`config.mk`:
```
export PLATFORM = sky130hd
export DESIGN_NAME = pc_seq_ctrl
export DESIGN_NICKNAME = d
export VERILOG_FILES = /design/src/rtl/pc_seq_ctrl.sv
export SDC_FILE = /design/constraint.sdc
export NUM_CORES = 1
export LEC_CHECK = 0
export BUFFER_PORTS_ARGS = -buffer_cell sky130_fd_sc_hd__buf_2
export CELL_PAD_IN_SITES_DETAIL_PLACEMENT = 1
export CELL_PAD_IN_SITES_GLOBAL_PLACEMENT = 1
export CORE_ASPECT_RATIO = 0.9
export CORE_MARGIN = 2
export CORE_UTILIZATION = 34
export DETAILED_ROUTE_END_ITERATION = 10
export PLACE_DENSITY_LB_ADDON = 0.1
export SYNTH_ARGS = -nofsm -noshare
export SYNTH_HDL_FRONTEND = slang
export SYNTH_SLANG_ARGS = --single-unit
```
`constraint.sdc`:
```
create_clock -name clk_i -period 2 [get_ports clk_i]
set_input_delay 0.4 -clock clk_i [delete_from_list [all_inputs] [get_ports clk_i]]
set_output_delay 0.4 -clock clk_i [all_outputs]
set_load 0.02 [all_outputs]
```
`src/rtl/pc_seq_ctrl.sv`:
```
`default_nettype none
// ============================================================================
// Module      : pc_seq_ctrl
// Description : Program-counter sequencer for the fetch stage. It handles the
//               boot cycle, sequential fetch, hazard hold and prioritised
//               trap/branch/jump redirects, including redirects that arrive
//               while a fetch request is still waiting to be accepted.
// Revision    : 1.0 - initial release
// ============================================================================
module pc_seq_ctrl #(
    parameter int                ADDR_W     = 32,
    parameter logic [ADDR_W-1:0] RESET_ADDR = '0
) (
    input  logic              clk_i,
    input  logic              rst_i,
    input  logic              trap_req_i,
    input  logic [ADDR_W-1:0] trap_addr_i,
    input  logic              br_req_i,
    input  logic [ADDR_W-1:0] br_addr_i,
    input  logic              jmp_req_i,
    input  logic [ADDR_W-1:0] jmp_addr_i,
    input  logic              stall_i,
    input  logic              if_ready_i,
    output logic              if_req_o,
    output logic [ADDR_W-1:0] pc_o,
    output logic              flush_o,
    output logic [1:0]        state_o
);

    localparam logic [1:0] C_BOOT = 2'd0;
    localparam logic [1:0] C_RUN  = 2'd1;
    localparam logic [1:0] C_HOLD = 2'd2;
    localparam logic [1:0] C_PEND = 2'd3;

    localparam logic [ADDR_W-1:0] C_PC_STEP = ADDR_W'(4);

    logic [1:0]        r_state;
    logic [ADDR_W-1:0] r_pc;
    logic [ADDR_W-1:0] r_pend_addr;
    logic              r_pend_trap;

    logic [1:0]        w_state_nxt;
    logic [ADDR_W-1:0] w_pc_nxt;
    logic [ADDR_W-1:0] w_pend_addr_nxt;
    logic              w_pend_trap_nxt;
    logic              w_if_req;
    logic              w_handshake;
    logic              w_redir;
    logic              w_flush;
    logic [ADDR_W-1:0] w_target_raw;
    logic [ADDR_W-1:0] w_target;

    // A request is withdrawn during a stall cycle so no fetch can complete
    // while the pc is frozen; in PEND the request must stay up until taken.
    assign w_if_req    = ((r_state == C_RUN) && !stall_i) || (r_state == C_PEND);
    assign w_handshake = w_if_req && if_ready_i;

    always_comb begin
        w_target_raw = jmp_addr_i;
        if (trap_req_i) begin
            w_target_raw = trap_addr_i;
        end else if (br_req_i) begin
            w_target_raw = br_addr_i;
        end
    end

    assign w_target = {w_target_raw[ADDR_W-1:2], 2'b00};

    // A pending trap target may only be replaced by another trap.
    assign w_redir = (r_state != C_BOOT)
                   && (trap_req_i || br_req_i || jmp_req_i)
                   && !((r_state == C_PEND) && r_pend_trap && !trap_req_i);

    always_comb begin
        w_state_nxt     = r_state;
        w_pc_nxt        = r_pc;
        w_pend_addr_nxt = r_pend_addr;
        w_pend_trap_nxt = r_pend_trap;
        w_flush         = 1'b0;

        if (r_state == C_BOOT) begin
            w_state_nxt = C_RUN;
            w_pc_nxt    = RESET_ADDR;
        end else if (w_redir) begin
            w_flush = 1'b1;
            if (!w_if_req || if_ready_i) begin
                w_pc_nxt        = w_target;
                w_state_nxt     = C_RUN;
                w_pend_addr_nxt = '0;
                w_pend_trap_nxt = 1'b0;
            end else begin
                w_pend_addr_nxt = w_target;
                w_pend_trap_nxt = trap_req_i;
                w_state_nxt     = C_PEND;
            end
        end else begin
            case (r_state)
                C_RUN: begin
                    if (stall_i) begin
                        w_state_nxt = C_HOLD;
                    end else if (w_handshake) begin
                        w_pc_nxt = r_pc + C_PC_STEP;
                    end
                end
                C_HOLD: begin
                    if (!stall_i) begin
                        w_state_nxt = C_RUN;
                    end
                end
                C_PEND: begin
                    if (w_handshake) begin
                        w_pc_nxt        = r_pend_addr;
                        w_state_nxt     = C_RUN;
                        w_pend_addr_nxt = '0;
                        w_pend_trap_nxt = 1'b0;
                    end
                end
                default: begin
                    w_state_nxt = C_BOOT;
                end
            endcase
        end
    end

    always_ff @(posedge clk_i or negedge rst_i) begin
        if (!rst_i) begin
            r_state     <= C_BOOT;
            r_pc        <= RESET_ADDR;
            r_pend_addr <= '0;
            r_pend_trap <= 1'b0;
        end else begin
            r_state     <= w_state_nxt;
            r_pc        <= w_pc_nxt;
            r_pend_addr <= w_pend_addr_nxt;
            r_pend_trap <= w_pend_trap_nxt;
        end
    end

    assign if_req_o = w_if_req;
    assign pc_o     = r_pc;
    assign flush_o  = w_flush;
    assign state_o  = r_state;

endmodule
`default_nettype wire
```
**Word level (Yosys, flattened, before mapping)**

Index checks and enable logic that the tools add are counted.
W data, S select, Z words.

- Bits of input ports: 103
- Output and inout port bits: 36
- Word-level logic and storage cells: 63
- Bits in registers: 67

- Multiplexer cells: 26
- Equality and inequality tests: 9
- Reduce and logical (&&, ||, !) cells: 22
- Add/subtract/negate cells: 1
- Bitwise logic cells: 1

Operators with widths:

| kind | number |
|---|---|
| $mux W32 | 12 |
| $pmux W32 S2 | 1 |
| $add A32 B3 Y32 const B | 1 |
| $ne A4 B3 Y1 const B | 4 |
| $mux W2 | 6 |
| $logic_and A1 B1 Y1 | 6 |
| $mux W1 | 6 |
| $pmux W2 S3 | 1 |
| $reduce_and A3 Y1 | 2 |
| $reduce_bool A2 Y1 | 3 |
| $reduce_and A5 Y1 | 1 |
| $eq A2 B2 Y1 const B | 2 |
| $logic_not A1 Y1 | 4 |
| $logic_or A1 B1 Y1 | 4 |
| $ne A4 B4 Y1 const B | 1 |
| $reduce_bool A4 Y1 | 1 |
| $ne A3 B1 Y1 const B | 1 |
| $eq A2 B1 Y1 const B | 1 |
| $logic_not A2 Y1 | 1 |
| $not A1 Y1 | 1 |

**Depth between registers and ports, before layout**

Gate-level depths: netlist (run 1).

- Depth after elaboration: 9
- Mapped depth: 10
- Mapped depth without buffers: 7

**Least setup slack after synthesis (run 1)**

Ideal clock, no wire load.

- Path kind: register to register
- Start point: register r_state[0] (netlist: state_o[0])
- End point: register r_pc[17] (netlist: pc_o[17])
- Setup time: 0.121 ns
- Period minus slack after synthesis: 2.358 ns
- Path buffers: 4
- Path slack: -0.358 ns
- Arrival time: 2.237 ns
- Required time: 1.879 ns
- Stages on the path, launching flop included: 11
- Cell sequence: dfrtp_1 -> ha_1 -> buf_4 -> o2bb2ai_2 -> a21oi_2 -> o31a_1 -> buf_2 -> or2_1 -> buf_2 -> buf_6 -> a22o_1

- Longest elaborated chain between the ends: 7
- Elaborated cells between the ends (all ways): 23
- Those cells by class: 6 x eq/ne; 3 x mux; 14 x reduce/logical

Ends and longest elaborated chain:

| what | line | source |
|---|---|---|
| start: declaration | 37 | `logic [1:0] r_state;` |
| start signal: assignment | 132 | `r_state <= w_state_nxt;` |
| $eq A2 B2 Y1 / $eq A2 B1 Y1 (equally long branches) | 55, 72, 97 |  |
| $logic_and A1 B1 Y1, on equally long branches | 72, 55 |  |
| $logic_and A1 B1 Y1 / $logic_or A1 B1 Y1 (equally long branches) | 72, 55 |  |
| $logic_not A1 Y1, on equally long branches | 72, 86 |  |
| $logic_and A1 B1 Y1 / $logic_or A1 B1 Y1 (equally long branches) | 72, 86 |  |
| $ne A4 B3 Y1 (no source line) (tied with other cells) | n/a |  |
| $reduce_and A5 Y1 (no source line) / $mux W32 (equally long branches) | n/a |  |
| end signal: assignment | 133 | `r_pc <= w_pc_nxt;` |
| end: declaration | 38 | `logic [ADDR_W-1:0] r_pc;` |

Parallel ways exist; a longest one is shown, timed or not.
A chain may end at the register's enable or synchronous reset.

**Worst setup path in the final report (run 1)**

- Start point: register r_state[0] (netlist: state_o[0])
- End point: register r_pc[12] (netlist: pc_o[12])

Same word-level chain as after synthesis.

==> impl_summary.md, run 1 <==
Run status
The run finished, with violations left. The checks that failed: negative setup slack.

Global routing
The largest net degree at the start of global routing is 48. The initial antenna violation count is 0. The via count of the first global-routing pass is 5367. The first global-routing pass estimated 29870 um of wire. The remaining global-route overflow is 0.

Global routing consumed, over all layers together, 26.84% of the routing resources.

Worst setup path
STA classifies the critical path startpoint as a flop. The destination of the worst register-to-register timing path is pc_o[12]. The required time reported for the critical path endpoint is 2.22 ns.

Across all register-to-register paths, the minimum setup slack is -0.29 ns. The number of cells on the worst reg-to-reg path is 8. The last element of the critical path is pc_o[12].

The worst setup path is captured at a flop. The critical-path cell with the highest stage delay is sky130_fd_sc_hd__nor4b_1. Tracing the worst setup path back leads to its startpoint at state_o[0]. Of all nets on the critical path, the largest fanout is 6. Data on the critical path arrives at its endpoint at 2.51 ns. The signal on the critical path passes through ha_4 -> buf_6 -> o2bb2ai_4 -> a21oi_4 -> buf_6 -> nor4b_1 -> nor4_1 -> o22a_1.

The startpoint of the worst-slack reg-to-reg timing path is state_o[0]. The cell that appears most often on the critical path is sky130_fd_sc_hd__buf_6. For this run, the slowest stage of the critical path takes 0.55 ns. The startpoint-to-endpoint class of the critical path is flop to flop.

Yosys
The synthesized netlist devotes 21.27% of its cell area to simple gates. Synthesis produced a netlist whose cell count is 538. After synthesis the cells add up to 4553 um2. In the post-synthesis netlist, the biggest area contributors are sky130_fd_sc_hd__dfrtp_1 (35%), sky130_fd_sc_hd__mux2i_1 (7.3%), sky130_fd_sc_hd__o21ai_0 (5.5%), sky130_fd_sc_hd__nand2_1 (4.7%), sky130_fd_sc_hd__a21oi_1 (3.4%). The share of Yosys cell area claimed by the top area cell type is 34.62%. Among all flip-flop cells after synthesis, the most frequent one is sky130_fd_sc_hd__dfrtp_1. The share of synthesized cell area in full adder, half adder and majority cells is 2.198%. The share of flip-flops with an asynchronous set or reset is 100.0%. The multiplexer fraction of the synthesized cell area is 9.975%. The sequential cell area fraction in the yosys report is 34.62%. The number of warnings reported in the yosys synthesis log is 0.

The compound-cell area share of the yosys netlist is 25.86%. The synthesized netlist devotes 0.5771% of its cell area to XOR and XNOR gates. The post-synthesis cell type with the largest combined area is sky130_fd_sc_hd__dfrtp_1. Among all cell types in the netlist, the one instantiated most often is sky130_fd_sc_hd__dfrtp_1. The average instance in the mapped netlist occupies 8.463 um2. The number of synthesized register bits is 63. After synthesis, the most frequently instantiated cells are sky130_fd_sc_hd__dfrtp_1 (63), sky130_fd_sc_hd__nand2_1 (57), sky130_fd_sc_hd__o21ai_0 (50). The main combinational cell family by area after synthesis is compound AO/OA/AOI/OAI gates. In this run, synthesis inferred 0 flip-flops with an integrated enable. The number of distinct standard cells referenced by the synthesized netlist is 65.

Power
The worst ir drop on vdd is 0.5628 mV. The leakage power of the design is 3.283 nW. Of the total power, combinational logic draws 55.5%.

The internal power of the cells totals 4.703 mW. The clock network burns 19.9% of the power. The total power divided by cell area is 1121 nW/um2.

Summed over all nets, the switching power comes to 3.371 mW. The proportion of total power due to net switching is 41.75%. The proportion of power drawn by flip-flops and latches is 24.6%.

Timing
The upper clock frequency limit is 0.4368 GHz. The count of pins over their slew limit is 0. The transition at the pin with the smallest max-transition slack is 0.7571 ns. Setup repair after global routing could not meet its margin everywhere. The final cycle utilization of the critical path is 114.5%. The total count of hold-check failures in the final report was 0.

The final hold slack is 0.04932 ns. The post-layout minimum cycle time is 2.289 ns. In this run the tightest slew margin relative to its limit is 49.00%.

The minimum setup slack in the final design is -0.2893 ns. The worst clock skew is 0.004285 ns. The final setup violation count is 33.

Final layout
The utilization after layout is 54.49%. From synthesis to final layout, the design area changed by 58.12%. The number of nets in the layout is 882. The repair_antennas step left the layout with diodes totalling 0. The fraction of final layout cells sized beyond drive strength 1 is 45.03%.

Placement
The last weighted congestion value of the routability-driven placer is 0.8930. Port buffering added 130 buffers. Detailed placement finished with a half-perimeter wire length of 14150 um.

Clock network
The H-tree depth reported by CTS is 3. In this run, post-CTS hold repair placed 0 buffers. CTS saw 63 sinks. No sink is reached through more buffers than the 2 on the longest clock path. The clock root buffer master is sky130_fd_sc_hd__clkbuf_16.

After clock tree synthesis, the clock-pin slew on the worst setup and hold paths is 0.06 ns. The clock network latency to the later pin of the worst-skew pair is 0.33 ns. Clock tree synthesis inserted a total of 9 buffers. TritonCTS built the clock tree.

Die
The number of top-level design ports is 139. For this configuration, the core starts out at a cell density of 34.46%. The floorplan step defined a die boundary enclosing 14330 um2. The floorplan core area is 13210 um2. The die extent in y is 113.8 um. The die is 126.0 um wide.

Row generation in the floorplan step produced 40 rows.

Route
Dividing the detail-routed wire length by the instance count gives 22.48 um. In the routed layout, each cell is associated on average with a via count of 5.820. The detailed-routing iteration count for the pre-antenna-repair pass is 5. The final routed wirelength across all metal layers is 21190 um. The post-route DRC violation count is 0. The initial detailed-routing violation count is 376. The number of nets with antenna violations after routing is 0.

Across all layers, the routed design uses 5488 vias.

Run
The number of maximum-capacitance constraint violations is 0.

Min path
The type of the tightest min-delay check is input port to asynchronous set/reset pin.
-- flip-flops by register name, indices dropped and copies added (netlist names) --
name / cells
pc_o: 30
r_pend_addr: 30
r_pend_trap: 1
state_o: 2
-- power by group through the flow --
stage | Clock (mW) | Combinational [mW] | Sequential (mW)
after floorplan | 0 | 1.54 | 2.32
after global placement | 0 | 3.41 | 1.96
after detailed placement | 0 | 3.49 | 1.98
after CTS | 1.61 | 4.01 | 1.96
after global routing | 1.67 | 4.73 | 2.02
final | 1.61 | 4.48 | 1.99
-- area by class of cell --
cell class	count	area, um2
Tap cell	168	210.2
Inverter	9	42.54
Clock inverter	4	45.04
Timing Repair Buffer	266	1978
Sequential cell	63	1580
Multi-Input combinational cell	422	3090
Clock buffer	11	252.7
Fill cell	1593	6013
-- cells in the final DEF (no fill, tap or decap), drive strengths merged, types with 6 or more instances in the layout --
cell,count
o21ai,50
a21oi,32
nand4,15
o31ai,9
a211oi,12
nor4,11
nand3,18
buf,261
mux2i,33
mux2,11
a22o,10
or3,6
ha,8
clkbuf,15
o211ai,9
nor3,17
a31oi,7
dfrtp,63
nor2,37
inv,8
nand2,57
-- critical path: cells and delay by family, from the launching register on --
family	cells	cell delay [ns]
buf+inv	2	0.26
simple gates	2	0.73
compound gates	3	0.49
fa+ha+maj	1	0.21
flops	1	0.49
-- per-layer routing --
metal	vias to the layer above	wire length (um)	share of wire, %	track usage, %
met5	-	0	0	0
met4	0	559	2.6	10.04
met3	49	1479	7.0	5.066
met2	253	9918	47	42.72
met1	2680	9237	44	36.51
li1	2506	-	-	-
-- worst min-delay path by stage --
stage	to	cells past startpoint
5_1_grt	pc_o[22]	1
6_report	state_o[1]	1
3_3_place_gp	state_o[0]	1
3_5_place_dp	pc_o[26]	1
4_1_cts	state_o[1]	1
2_1_floorplan	pc_o[10]	0
-- through the flow --
stage	std cells	worst slack, ns	setup TNS, ns	power (mW)	instance area (um2)
5_1_grt	943	-0.2968	-6.522	8.422	7199
3_5_place_dp	891	-0.2623	-4.522	5.472	6093
3_3_place_gp	891	-0.1634	-1.831	5.362	6093
6_report	943	-0.2893	-5.492	8.073	7199
4_1_cts	921	-0.2009	-2.889	7.585	6794
2_1_floorplan	539	-0.1197	-1.522	3.859	4648
-- what timing repair did --
action / in CTS / in global routing
pin swaps: 10 / 11
gates resized for setup: 59 / 45
endpoints found under the hold margin: 0 / 0
buffers inserted: 13 / 16
setup endpoints to repair: 59 / 65
gates cloned: 2 / 6
-- logic make-up (layout without fill, tap and decap cells) --
| group | after synthesis | in the layout |
|---|---|---|
| compound gates | 174 | 175 |
| mux | 44 | 44 |
| buf+inv | 55 | 290 |
| other cells | 1 | 2 |
| xor+xnor | 3 | 3 |
| flops | 63 | 63 |
| simple gates | 190 | 190 |
| fa+ha+maj | 8 | 8 |
No activity file was read; power rests on OpenSTA's default activity.
==> inputs of run 2 (changes only) <==
REMOVE_ABC_BUFFERS = 1   (was unset)
SLEW_MARGIN = 20   (was unset)
==> run 2 against run 1 <==
Against the previous run:
- the flow still finishes with violations (negative setup slack)
- first-iteration DRC count decreased by 33%
- global-route usage down 0.093 points
- clock power grew 24%
- combinational power fell by 5.1%
- fmax increased by 3.0%
- core utilization decreased by 0.91 points
- total power up 2.1%
- flip-flop and latch count unchanged
- non-clock buffer count fell by 5
- cell count fell by 0.53%
- largest power group unchanged
==> impl_summary.md, run 2 (synthesis gave the netlist of run 1 again) <==
Timing
The worst max-slew margin expressed relative to the limit came to 62.25% (+13 points). The final total negative setup slack was -4.514 ns (+0.9781 ns). Setup repair after global routing could not meet its margin everywhere. The total count of hold-check failures in the final report is 0 (unchanged). The upper clock frequency limit is 0.4498 GHz (+3.0%). The final cycle utilization of the critical path is 111.1% (-3.3 points). The worst clock skew is 0.008748 ns (+0.004463 ns). The post-layout minimum cycle time is 2.223 ns (-0.06629 ns). The minimum setup slack in the final design is -0.2230 ns (+0.06629 ns). The final hold slack is 0.07109 ns (+0.02177 ns). The final setup violation count was 32 (-3.0%). The transition at the pin with the smallest max-transition slack was 0.5629 ns (-0.1942 ns).

The count of pins over their slew limit is 0 (unchanged).

Final layout
The fill cell total of the finished layout is 1585 (-0.50%). The number of nets in the layout is 876 (-0.68%). Leaving out fill and tap cells, the most frequent cell in the layout is sky130_fd_sc_hd__buf_2. The area added between synthesis and finish is 55.48%. The non-filler instance count after layout was 938 (-0.53%). The utilization after layout is 53.58% (-0.91 points). The total inserted antenna cells is 0 (unchanged). The final cell area excluding filler cells was 7079 um2 (-1.7%).

The fraction of final layout cells sized beyond drive strength 1 is 45.06% (about the same). The area used by multi-input combinational logic is 3054 um2 (-1.2%). The storage element area was 1579 um2 (about the same).

Leaving out fill and tap cells, the most frequent cells in the layout are sky130_fd_sc_hd__buf_2 (128), sky130_fd_sc_hd__buf_4 (108), sky130_fd_sc_hd__dfrtp_1 (61).

Worst setup path
The signal on the critical path passes through ha_4 -> buf_6 -> o2bb2ai_4 -> a21oi_4 -> buf_4 -> buf_6 -> buf_6. The startpoint-to-endpoint class of the critical path is flop to output pin. The top fanout value on the critical path is 5 (-1). The cell seen most often among critical-path stages is sky130_fd_sc_hd__buf_6. The critical-path cell with the highest stage delay is sky130_fd_sc_hd__dfrtp_2.

The required time reported for the critical path endpoint is 1.60 ns (-0.62 ns). In this design, the largest share of critical-path delay is due to buffers and inverters. The data arrival time of the worst path is 1.82 ns (-0.69 ns).

The type of element capturing the critical path is an output pin. The longest individual stage delay on the worst path came to 0.46 ns (-0.09 ns). The element type at the critical path start is a flop. The count of buffering cells on the critical path with inverters included is 4 (+2).

Placement
The number of port buffers is 130 (unchanged). The instance area after placement is 6080 um2 (-0.23%). The placement-stage worst setup slack is -0.3169 ns (-0.05461 ns).

The number of placed instances with taps included was 900 (+1.0%). The final HPWL from detailed placement is 13440 um (-5.0%). The last weighted congestion value of the routability-driven placer is 0.8877 (-0.59%).

Power
The total power is 8.240 mW (+2.1%). The total power divided by cell area came to 1164 nW/um2 (+3.8%). The leakage power of the design came to 3.219 nW (-2.0%).

The worst ir drop on vdd is 0.6006 mV (+6.7%).

Die
The die extent in y was 113.8 um (unchanged). The die area is 14330 um2 (unchanged). The width of the chip was 126.0 um (unchanged). The floorplan core area came to 13210 um2 (unchanged). The number of top-level design ports was 139 (unchanged). The standard-cell row count is 40 (unchanged). The effective utilization at floorplan came to 34.46% (unchanged).

Route
The initial detailed-routing violation count is 252 (-33%). The via density per instance is 5.622 (-3.4%). The final routed wirelength across all metal layers is 19430 um (-8.3%).

The number of nets with antenna violations after routing came to 0 (unchanged). The post-route DRC violation count is 0 (unchanged). The detailed-routing iteration count for the pre-antenna-repair pass came to 4 (-1). The final routed wire length divided by cell count is 20.71 um (-7.8%). The number of vias in the routed layout is 5273 (-3.9%).

Global routing
The remaining global-route overflow was 0 (unchanged). The via count of the first global-routing pass came to 5566 (+3.7%). The largest net degree at the start of global routing is 64 (+33%). The wire length of the first global-routing pass is 29970 um (+0.34%).

The initial antenna violation count is 0 (unchanged). The combined global-route utilization of all metal layers came to 26.75% (-0.093 points).

Run status
The run finished, with violations left. The checks that failed: negative setup slack.

Clock network
The H-tree depth reported by CTS was 3 (unchanged). The number of sinks on the clock net is 63 (unchanged). The clock network latency to the later pin of the worst-skew pair is 0.36 ns (+0.03 ns).

The maximum count of clock buffers along a single path is 2 (unchanged). TritonCTS built the clock tree. The CTS clock-pin slew for the worst setup and hold paths is 0.06 ns (about the same). The TritonCTS buffer count came to 9 (unchanged). The clock root buffer master is sky130_fd_sc_hd__clkbuf_16.

Run
The number of maximum-capacitance constraint violations is 0 (unchanged).

Min path
The tightest min-delay check is of the input port to asynchronous set/reset pin type.
run 2: changes by cell type in the layout (fill, tap and decap cells not counted), sizes merged:
| cell | delta |
|---|---|
| bufinv | +3 |
| clkbuf | -5 |
| o221a | -1 |
| inv | +1 |
| bufbuf | -1 |
| clkinvlp | +2 |
| clkinv | -3 |
| buf | -1 |
run 2: final cells by class:
| class | count | area share [%] |
|---|---|---|
| Sequential cell | 63 | 22.30 |
| Inverter | 9 | 0.5656 |
| Multi-Input combinational cell | 421 | 43.14 |
| Clock inverter | 7 | 2.033 |
| Tap cell | 168 | 2.969 |
| Timing Repair Buffer | 261 | 25.80 |
| Clock buffer | 9 | 3.181 |
run 2: path summary, 6_finish.rpt:
kind	startpoint	depth (start not counted)	end	slack, ns
worst max-delay path	state_o[1]	7	flush_o	-0.22
worst min-delay path	rst_i	2	r_pend_trap	0.07
worst max register to register	state_o[1]	8	pc_o[25]	-0.22
worst min register to register	r_pend_addr[8]	2	r_pend_addr[8]	0.47
max in group asynchronous	rst_i	2	r_pend_addr[12]	1.63
min in group clk_i	trap_addr_i[6]	3	r_pend_addr[6]	0.35
run 2: per-layer routing:
metal,track usage (%),up-vias,wire (um)
met5,0,-,0
met4,6.081,0,323
met3,4.597,25,822
met2,46.70,131,9549
met1,34.85,2637,8734
li1,-,2480,-
run 2: worst reg2reg max path, stage by stage (launching register included):
cell and delay, ns:
sky130_fd_sc_hd__dfrtp_2 0.44, sky130_fd_sc_hd__ha_4 0.18, sky130_fd_sc_hd__buf_6 0.13, sky130_fd_sc_hd__o2bb2ai_4 0.13, sky130_fd_sc_hd__a21oi_4 0.09, sky130_fd_sc_hd__o31a_1 0.35
sky130_fd_sc_hd__or2_4 0.31, sky130_fd_sc_hd__buf_12 0.16, sky130_fd_sc_hd__a221o_1 0.31
run 2: report_power, final:
group / internal [mW] / total, mW / leakage [nW] / switching, mW
sequential: 1.63 / 1.98 / 0.803 / 0.355
clock: 1.35 / 2.00 / 0.172 / 0.657
combinational: 1.93 / 4.25 / 2.24 / 2.32
run 2: repair_timing:
action                                 4_1_cts  5_1_grt
hold buffers                                 0        0
resized for setup                           61       43
endpoints found under the hold margin        0        0
setup endpoints to repair                   64       61
gates cloned                                 2        1
pin swaps                                   23        7
buffers inserted                             9       11
